$ cat src/rtl/btn_pkg.sv
// Shared constants, width helpers and FSM encoding for the button event scheduler.
package btn_pkg;

    localparam int unsigned N_BTN_DEF   = 4;
    localparam int unsigned HOLDOFF_DEF = 16;

    typedef enum logic {
        IDLE  = 1'b0,
        OFFER = 1'b1
    } state_t;

    function automatic int unsigned id_width(input int unsigned n);
        return (n > 1) ? $clog2(n) : 1;
    endfunction

    // Counter must be able to hold HOLDOFF itself, hence +1.
    function automatic int unsigned cnt_width(input int unsigned h);
        return (h > 0) ? $clog2(h + 1) : 1;
    endfunction

endpackage

$ cat src/rtl/btn_event_sched_if.sv
// Valid/ready event channel carrying the channel index of a button press.
interface btn_event_sched_if #(
    parameter int unsigned N_BTN = btn_pkg::N_BTN_DEF
);
    localparam int unsigned ID_W = btn_pkg::id_width(N_BTN);

    logic            ev_valid;
    logic            ev_ready;
    logic [ID_W-1:0] ev_id;

    modport master (output ev_valid, output ev_id, input ev_ready);
    modport slave  (input ev_valid, input ev_id, output ev_ready);

endinterface

$ cat src/rtl/rr_arbiter.sv
// Combinational round-robin picker: first request found scanning upward from last_grant+1.
module rr_arbiter
    import btn_pkg::*;
#(
    parameter int unsigned N_BTN = N_BTN_DEF
) (
    input  logic [N_BTN-1:0]           req,
    input  logic [id_width(N_BTN)-1:0] last_grant,
    output logic [id_width(N_BTN)-1:0] grant_id,
    output logic                       any
);
    localparam int unsigned ID_W = id_width(N_BTN);

    logic [ID_W-1:0] idx;

    always_comb begin
        grant_id = '0;
        any      = 1'b0;
        idx      = '0;
        for (int unsigned k = 1; k <= N_BTN; k++) begin
            idx = ID_W'((32'(last_grant) + k) % N_BTN);
            if (!any && req[idx]) begin
                any      = 1'b1;
                grant_id = idx;
            end
        end
    end

endmodule

$ cat src/rtl/btn_event_sched.sv
// Collects one-cycle button pulses into pending bits and offers them one at a time,
// round-robin, over a valid/ready channel with a per-channel post-grant holdoff.
module btn_event_sched
    import btn_pkg::*;
#(
    parameter int unsigned N_BTN   = N_BTN_DEF,
    parameter int unsigned HOLDOFF = HOLDOFF_DEF
) (
    input  logic              clk,
    input  logic              rst,
    input  logic [N_BTN-1:0]  pulse_in,
    btn_event_sched_if.master ev,
    output logic [N_BTN-1:0]  ev_dropped,
    input  logic              clr_drop,
    output logic              busy
);
    localparam int unsigned ID_W  = id_width(N_BTN);
    localparam int unsigned CNT_W = cnt_width(HOLDOFF);

    state_t           state_q, state_d;
    logic [ID_W-1:0]  id_q, id_d;
    logic [ID_W-1:0]  last_grant_q, last_grant_d;
    logic [ID_W-1:0]  grant_id;
    logic             any_req;
    logic             accept;
    logic [N_BTN-1:0] pending_q, pending_d;
    logic [N_BTN-1:0] dropped_q;
    logic [N_BTN-1:0] hold_vec, acc_vec, live;
    logic [CNT_W-1:0] hold_cnt_q [N_BTN];

    rr_arbiter #(.N_BTN(N_BTN)) u_arb (
        .req       (pending_q),
        .last_grant(last_grant_q),
        .grant_id  (grant_id),
        .any       (any_req)
    );

    assign accept = (state_q == OFFER) && ev.ev_ready;

    // A pulse counts only outside holdoff; the accepting channel's pulse is masked too.
    always_comb begin
        acc_vec  = '0;
        hold_vec = '0;
        if (accept) acc_vec[id_q] = 1'b1;
        for (int unsigned i = 0; i < N_BTN; i++) begin
            hold_vec[i] = (hold_cnt_q[i] != '0);
        end
        live      = pulse_in & ~hold_vec & ~acc_vec;
        pending_d = (pending_q | live) & ~acc_vec;
    end

    always_comb begin
        state_d      = state_q;
        id_d         = id_q;
        last_grant_d = last_grant_q;
        case (state_q)
            IDLE: begin
                if (any_req) begin
                    state_d = OFFER;
                    id_d    = grant_id;
                end
            end
            OFFER: begin
                if (ev.ev_ready) begin
                    state_d      = IDLE;
                    id_d         = '0;
                    last_grant_d = id_q;
                end
            end
            default: begin
                state_d = IDLE;
                id_d    = '0;
            end
        endcase
    end

    always_ff @(posedge clk) begin
        if (rst) begin
            state_q      <= IDLE;
            id_q         <= '0;
            last_grant_q <= ID_W'(N_BTN - 1);
            pending_q    <= '0;
            dropped_q    <= '0;
            for (int unsigned i = 0; i < N_BTN; i++) begin
                hold_cnt_q[i] <= '0;
            end
        end else begin
            state_q      <= state_d;
            id_q         <= id_d;
            last_grant_q <= last_grant_d;
            pending_q    <= pending_d;
            // A fresh drop in the clearing cycle survives the clear.
            if (clr_drop) dropped_q <= live & pending_q;
            else          dropped_q <= dropped_q | (live & pending_q);
            for (int unsigned i = 0; i < N_BTN; i++) begin
                if (acc_vec[i])                 hold_cnt_q[i] <= CNT_W'(HOLDOFF);
                else if (hold_cnt_q[i] != '0)   hold_cnt_q[i] <= hold_cnt_q[i] - CNT_W'(1);
            end
        end
    end

    assign ev.ev_valid = (state_q == OFFER);
    assign ev.ev_id    = id_q;
    assign ev_dropped  = dropped_q;
    assign busy        = (|pending_q) || (state_q == OFFER);

endmodule

$ cat src/flat_wrapper.sv
// flat-port wrapper written by rule: the top's interface ports become plain ports
module btn_event_sched_flat import btn_pkg::*;
#(
    parameter int unsigned N_BTN   = N_BTN_DEF,
    parameter int unsigned HOLDOFF = HOLDOFF_DEF
)
  (clk, rst, pulse_in, ev_dropped, clr_drop, busy, ev_ev_valid, ev_ev_id, ev_ev_ready);
  btn_event_sched_if #(.N_BTN(N_BTN)) ev_i ();
  input  logic clk;
  input  logic rst;
  input  logic [N_BTN-1:0] pulse_in;
  output logic [N_BTN-1:0] ev_dropped;
  input  logic clr_drop;
  output logic busy;
  output wire logic [$bits(ev_i.ev_valid)-1:0] ev_ev_valid;
  output wire logic [$bits(ev_i.ev_id)-1:0] ev_ev_id;
  input wire logic [$bits(ev_i.ev_ready)-1:0] ev_ev_ready;
  assign ev_ev_valid = ev_i.ev_valid;
  assign ev_ev_id = ev_i.ev_id;
  assign ev_i.ev_ready = ev_ev_ready;
  btn_event_sched #(.N_BTN(N_BTN), .HOLDOFF(HOLDOFF)) u_core (.clk(clk), .rst(rst), .pulse_in(pulse_in), .ev(ev_i), .ev_dropped(ev_dropped), .clr_drop(clr_drop), .busy(busy));
endmodule
$ cat config.mk
export PLATFORM = sky130hd
export DESIGN_NAME = btn_event_sched_flat
export DESIGN_NICKNAME = d
export VERILOG_FILES = /design/src/rtl/btn_pkg.sv /design/src/rtl/btn_event_sched_if.sv /design/src/rtl/rr_arbiter.sv /design/src/rtl/btn_event_sched.sv /design/src/flat_wrapper.sv
export SDC_FILE = /design/constraint.sdc
export NUM_CORES = 1
export LEC_CHECK = 0
export BUFFER_PORTS_ARGS = -buffer_cell sky130_fd_sc_hd__clkbuf_2
export CORE_AREA = 2 2 57 59
export CTS_BUF_LIST = sky130_fd_sc_hd__clkbuf_2 sky130_fd_sc_hd__clkbuf_4 sky130_fd_sc_hd__clkbuf_8
export DETAILED_ROUTE_END_ITERATION = 8
export DIE_AREA = 0 0 59 61
export PLACE_DENSITY_LB_ADDON = 0.12
export SLEW_MARGIN = 40
export SYNTH_ARGS = -nofsm -noshare
export SYNTH_HDL_FRONTEND = slang
export SYNTH_SLANG_ARGS = --single-unit
$ cat constraint.sdc
create_clock -name clk -period 1.6 [get_ports clk]
set_input_delay 0.08 -clock clk [delete_from_list [all_inputs] [get_ports clk]]
set_output_delay 0.08 -clock clk [all_outputs]
set_load 0.01 [all_outputs]
==> flow_summary_export.csv, run 1 <==
group,metric,value,unit
outcome,status,"complete, no violations",
finish,syn_to_final_growth,29.59,%
synthesis,yosysMostFrequentCell,"nor2_1",
sta,fin_crit_sh,0.9924,
synthesis,syn_nets,161,
placed_design,pre_cts_ws,-0.06690,ns
power_and_ir_drop,p_per_area,1974,nW/um^2
die,ios,16,
sta,drv_slew,0,
sta,worst_slack,0.01209,ns
clock_network,cts_buffer_depth,2,
placed_design,io_buffers,15,
grt,grt.busiest_layer,"met2",
critical_path,cpLargestDelayFamily,"simple AND/OR/NAND/NOR gates",
grt,grt_use_met3,0.06397,
sta,clock_skew,0.004648,ns
synthesis,synth.top_cells.by_count,"nor2_1, edfxtp_1, dfxtp_1, nand2_1, inv_1",
drt,post_drt_via_cell_ratio,5.371,
grt,grt_max_degree,16,
drt,ant_nets,0,
synthesis,synth_area_leaders,"edfxtp_1, dfxtp_1, nor2_1",
drt,first_pass_iters,6,
finish,n_fill_cell,243,
sta,max_freq,629.8,MHz
synthesis,ys_types,33,
critical_path,path_buf_inv,1,
critical_path,worstPathRequired,1.70,ns
die,die_h,61,um
die,start_util,0.5212,
sta,max-slew-margin-rel,0.7079,
synthesis,yosys.area.top_type_share,0.3902,
finish,seqCellArea,860.8,sq um
sta,worst_slew_pin_slew,0.4372,ns
grt,antenna_found_initial,0,
critical_path,slowest_delay,0.42,ns
die,coreArea,2953,sq um
clock_network,numCtsBuffers,5,
finish,final_util,0.6754,
finish,insertedDiodeCount,0,
grt,grt-ovfl-total,0,
critical_path,worstPathMaxFanout,4,
clock_network,ctsHtreeMaxLevel,2,
placed_design,dp_hpwl,2.118,mm
clock_network,cts-root-buf,"clkbuf_4",
die,dieArea,3599,sq um
drt,drcViolationCount,0,
die,die_w,59,um
finish,nets,202,
synthesis,avgSynthCellArea,10.33,sq um
min_path,hold_path_class,"in2reg",
finish,multi_input_area,759.5,sq um
synthesis,synth-async-reset-ratio,0,
drt,wl_per_cell,13.78,um
synthesis,ys.flop_type,"edfxtp_1",
job,maxCapViolations,0,
clock_network,clk_pin_slew,0.10,ns
drt,wirelength,3.086,mm
critical_path,arrival,1.69,ns
critical_path,path_cells,"inv_1, ha_2, or3b_4, o21ai_4, nor2_1",
grt,grt_pass1_vias,1146,
drt,drt_iter0_markers,52,
drt,vias,1203,
synthesis,syn_inst,149,
clock_network,clkSinkCount,33,
sta,finalSetupViolCount,0,
grt,grt_pass1_wl,4.767,mm
synthesis,yosysWarnings,0,
sta,layout_min_cycle_time,1.588,ns
grt,met2_usage,0.2968,
grt,grt_use_total,0.1829,
critical_path,slowest_stage,"edfxtp_1",
critical_path,ff2ff_setup_slack,0.01,ns
critical_path,path_class,"reg2reg",
synthesis,synth_edf_count,20,
sta,rsz0062_at_grt,"true",
die,rows,20,
finish,drive_gt1_frac,0.3455,
critical_path,end_kind,"flop",
finish,final_cells,224,
synthesis,yosysTopAreaCell,"edfxtp_1",
synthesis,seq_area_frac_synth,0.5593,
sta,hold_violations,0,
power_and_ir_drop,power.leakage,0.8114,nW
clock_network,insertion_delay,0.33,ns
sta,tns,0,ns
placed_design,place_inst,207,
power_and_ir_drop,ir_worst_vdd,0.9867,mV
clock_network,cts_tree,"yes",
placed_design,place_congestion,0.9613,
grt,grt_use_met1,0.2152,
critical_path,critPathLaunchType,"flop",
synthesis,syn_area,1539,sq um
synthesis,ys_ff_latch,33,
## routing by layer
metal	vias to the layer above	routed length, um
met5	-	0
li1	609	-
met1	567	1408
met2	20	1511
met4	0	60
met3	7	106
## final cells by class
cell class,instances,area share
Timing Repair Buffer,35,0.1167
Multi-Input combinational cell,103,0.3808
Inverter,12,0.02258
Sequential cell,33,0.4316
Clock inverter,2,0.005019
Tap cell,33,0.02070
Clock buffer,6,0.02258
## cells in the final DEF, fill, tap and decap left out, types with 4 or more instances in the layout
cell / count
a21oi_1: 8
buf_4: 17
clkbuf_2: 15
clkbuf_4: 6
dfxtp_1: 13
edfxtp_1: 20
ha_2: 4
inv_1: 12
nand2_1: 9
nand2_4: 4
nor2_1: 23
nor2_4: 4
nor2b_1: 4
nor3_1: 5
o21ai_4: 4
or3b_4: 4
xnor2_1: 8
## cells by family (layout without fill, tap and decap cells)
| family | count (synthesis) | count (layout) | share of synthesized area |
|---|---|---|---|
| simple gates | 62 | 62 | 0.2033 |
| fa+ha+maj | 4 | 4 | 0.03252 |
| buf+inv | 13 | 55 | 0.03252 |
| compound gates | 29 | 29 | 0.1268 |
| flops | 33 | 33 | 0.5594 |
| xor+xnor | 8 | 8 | 0.04553 |
## flip-flops by register name, summed over array words and instances (netlist names)
| signal | flops |
|---|---|
| u_core.ev.ev_id | 2 |
| u_core.ev.ev_valid | 1 |
| u_core.ev_dropped | 4 |
| u_core.hold_cnt_q | 20 |
| u_core.last_grant_q | 2 |
| u_core.pending_q | 4 |
## power breakdown
part / switching, W / internal, W / total, W
Clock: 0.000289 / 0.000184 / 0.000473
Combinational: 0.000873 / 0.000976 / 0.00185
Sequential: 0.000305 / 0.00131 / 0.00161
## worst register-to-register path: stages (launching register included)
cell	delay, ns
edfxtp_1	0.42
inv_1	0.08
ha_2	0.18
or3b_4	0.42
o21ai_4	0.20
nor2_1	0.06
## metrics by stage
step           instance area [sq um]  hold WS (ns)  total power [W]
5_1_grt                         1994       0.09099         0.004223
4_1_cts                         1848       0.08117         0.003579
2_1_floorplan                   1539        0.2126         0.002522
3_5_place_dp                    1733        0.3248         0.003038
6_report                        1994       0.07901         0.003937
3_3_place_gp                    1733        0.3162         0.002963
## path summary, 6_finish.rpt
kind,cells after the start,end,start
setup / recovery,5,u_core.hold_cnt_q[1][1],u_core.hold_cnt_q[1][1]
hold / removal,3,u_core.pending_q[3],pulse_in[3]
setup reg to reg,5,u_core.hold_cnt_q[1][1],u_core.hold_cnt_q[1][1]
hold reg to reg,2,u_core.ev_dropped[2],u_core.ev_dropped[2]
## repair_timing
action                                  in CTS  in global routing
endpoints found under the setup margin      33                 43
hold buffers                                 3                  0
pin swaps                                    0                  6
resized for setup                           10                 23
cloned                                       0                  0
setup buffers                                0                  6
endpoints found under the hold margin        3                  0
Note: power is estimated with default switching activity, not from simulation.
==> run 2, diff against run 1 <==
CORE_AREA = 2 2 54 56   (was 2 2 57 59)
DIE_AREA = 0 0 56 58   (was 0 0 59 61)
clock period = 1.58 ns   (was 1.6 ns; I/O delays follow)
==> run 2 against run 1 <==
Compared with the run above:
- the run now ends with setup timing left
- critical path depth grew 2
- sequential share of layout area grew 0.19 points
- sequential cell count is the same
- register-to-register slack lost 0.03 ns
- setup slack lost 0.025 ns
- sequential power grew 2%
- first-iteration DRC count shrank 9.6%
- design area shrank 0.44%
- largest power group unchanged
==> flow_summary_export.csv, run 2 (synthesis results as in run 1) <==
group,metric,value,unit
sta,max-slew-margin-rel,0.6971,
clock_network,cts-root-buf,"clkbuf_4",
sta,worst_slack,-0.01331,ns
clock_network,cts_tree,"yes",
finish,insertedDiodeCount,0,
sta,max_freq,627.6,MHz
grt,grt-ovfl-total,0,
critical_path,path_class,"reg2reg",
die,die_w,56,um
outcome,status,"complete, but fails checks",
sta,tns,-0.01509,ns
sta,layout_min_cycle_time,1.593,ns
clock_network,ctsHtreeMaxLevel,2,
die,coreArea,2663,sq um
critical_path,arrival,1.84,ns
finish,largest_reg_flops,20,
power_and_ir_drop,p_comb_frac,0.470,
power_and_ir_drop,power.leakage,0.7993,nW
sta,clock_skew,0.004755,ns
critical_path,ff2ff_setup_slack,-0.01,ns
critical_path,r2r_cells,7,
drt,ant_nets,0,
grt,grt_use_total,0.2068,
power_and_ir_drop,p_per_area,2027,nW/um^2
sta,drv_slew,0,
clock_network,numCtsBuffers,5,
finish,syn_to_final_growth,29.02,%
critical_path,reg2reg_from,"u_core.hold_cnt_q[0][0]",
finish,n_fill_cell,170,
power_and_ir_drop,swShare,0.3712,
critical_path,endpoint,"u_core.pending_q[0]",
sta,worst_hold_slack,0.07961,ns
drt,vias,1232,
outcome,violations,"setup timing",
power_and_ir_drop,ir_worst_vdd,1.286,mV
die,ios,16,
grt,grt_pass1_wl,5.106,mm
grt,grt_pass1_vias,1212,
job,maxCapViolations,0,
die,start_util,0.5780,
sta,hold_violations,0,
clock_network,cts_buffer_depth,2,
critical_path,startpoint,"u_core.hold_cnt_q[0][0]",
critical_path,end_kind,"flop",
finish,final_cell_area,1986,sq um
sta,worst_slew_pin_slew,0.4544,ns
clock_network,insertion_delay,0.32,ns
grt,antenna_found_initial,0,
placed_design,dp_hpwl,2.264,mm
finish,multi_input_area,757.0,sq um
die,dieArea,3248,sq um
die,die_h,58,um
drt,wirelength,3.170,mm
finish,seqCellArea,860.8,sq um
drt,post_drt_via_cell_ratio,5.600,
die,rows,19,
finish,final_util,0.7458,
finish,layout_commonest_cell,"edfxtp_1",
finish,drive_gt1_frac,0.3492,
placed_design,io_buffers,15,
clock_network,clk_pin_slew,0.09,ns
min_path,hold_path_class,"in2reg",
placed_design,place_congestion,0.8004,
placed_design,place_area,1730,sq um
drt,drt_iter0_markers,47,
drt,drcViolationCount,0,
critical_path,critPathLaunchType,"flop",
power_and_ir_drop,netSwitchingPower,0.001494,W
critical_path,reg2reg_to,"u_core.pending_q[0]",
power_and_ir_drop,total_power,0.004025,W
critical_path,worstPathRequired,1.83,ns
finish,regMostFlops,"u_core.hold_cnt_q",
clock_network,clkSinkCount,33,
drt,first_pass_iters,4,
sta,fin_crit_sh,1.008,
power_and_ir_drop,p_seq_frac,0.409,
sta,finalSetupViolCount,3,
sta,rsz0062_at_grt,"true",
finish,final_cell_mix,"edfxtp_1, nor2_1, buf_4",
drt,wl_per_cell,14.41,um
power_and_ir_drop,clkPwrFrac,0.121,
grt,grt_max_degree,16,
power_and_ir_drop,p_int,0.002531,W
finish,nets,201,
critical_path,worstPathMaxFanout,3,
## run 2: critical path: stages, from the launching register on
cell	delay, ns
edfxtp_1	0.41
inv_1	0.08
ha_2	0.17
or3b_4	0.43
nor2_4	0.14
buf_4	0.12
a21oi_1	0.05
nor3_1	0.12
## run 2: worst min path at each step
stage	cells past startpoint	startpoint	end	slack, ns
after floorplan	2	pulse_in[0]	u_core.ev_dropped[0]	0.21
after global placement	3	pulse_in[2]	u_core.ev_dropped[2]	0.31
after detailed placement	3	pulse_in[1]	u_core.ev_dropped[1]	0.32
after CTS	3	pulse_in[3]	u_core.pending_q[3]	0.08
after global routing	3	pulse_in[3]	u_core.pending_q[3]	0.06
final	3	pulse_in[3]	u_core.pending_q[3]	0.08
## run 2: power groups by stage
stage	Combinational, W	Sequential (W)	Clock [W]
2_1_floorplan	0.000987	0.00157	0
3_3_place_gp	0.00141	0.00159	0
3_5_place_dp	0.00149	0.00161	0
4_1_cts	0.00158	0.00161	0.000499
5_1_grt	0.00209	0.00169	0.000552
6_report	0.00189	0.00165	0.000488
## run 2: what timing repair did
action | CTS | global route
pin swaps | 1 | 9
gates resized for setup | 12 | 22
setup buffers | 0 | 5
hold buffers | 3 | 0
hold endpoints to repair | 3 | 0
endpoints found under the setup margin | 33 | 44
## run 2: per-stage QoR
stage,setup WS [ns],instances
after CTS,0.007837,215
final,-0.01331,220
after detailed placement,-0.08762,205
after floorplan,0.04649,149
after global routing,-0.1037,220
after global placement,-0.03517,205
## run 2: per-layer routing
metal	wire, um	GRT usage	up-vias
met5	0	0	-
met4	34	0.07483	0
met3	127	0.07143	5
met2	1664	0.3681	36
met1	1343	0.2310	588
li1	-	-	603
## run 2: area by class of cell
class,count,share of cell area
clock buffers,7,0.02962
multi-input cells,103,0.3812
flip-flops and latches,33,0.4335
well taps,31,0.01953
inverters,12,0.02268
repair buffers,34,0.1134
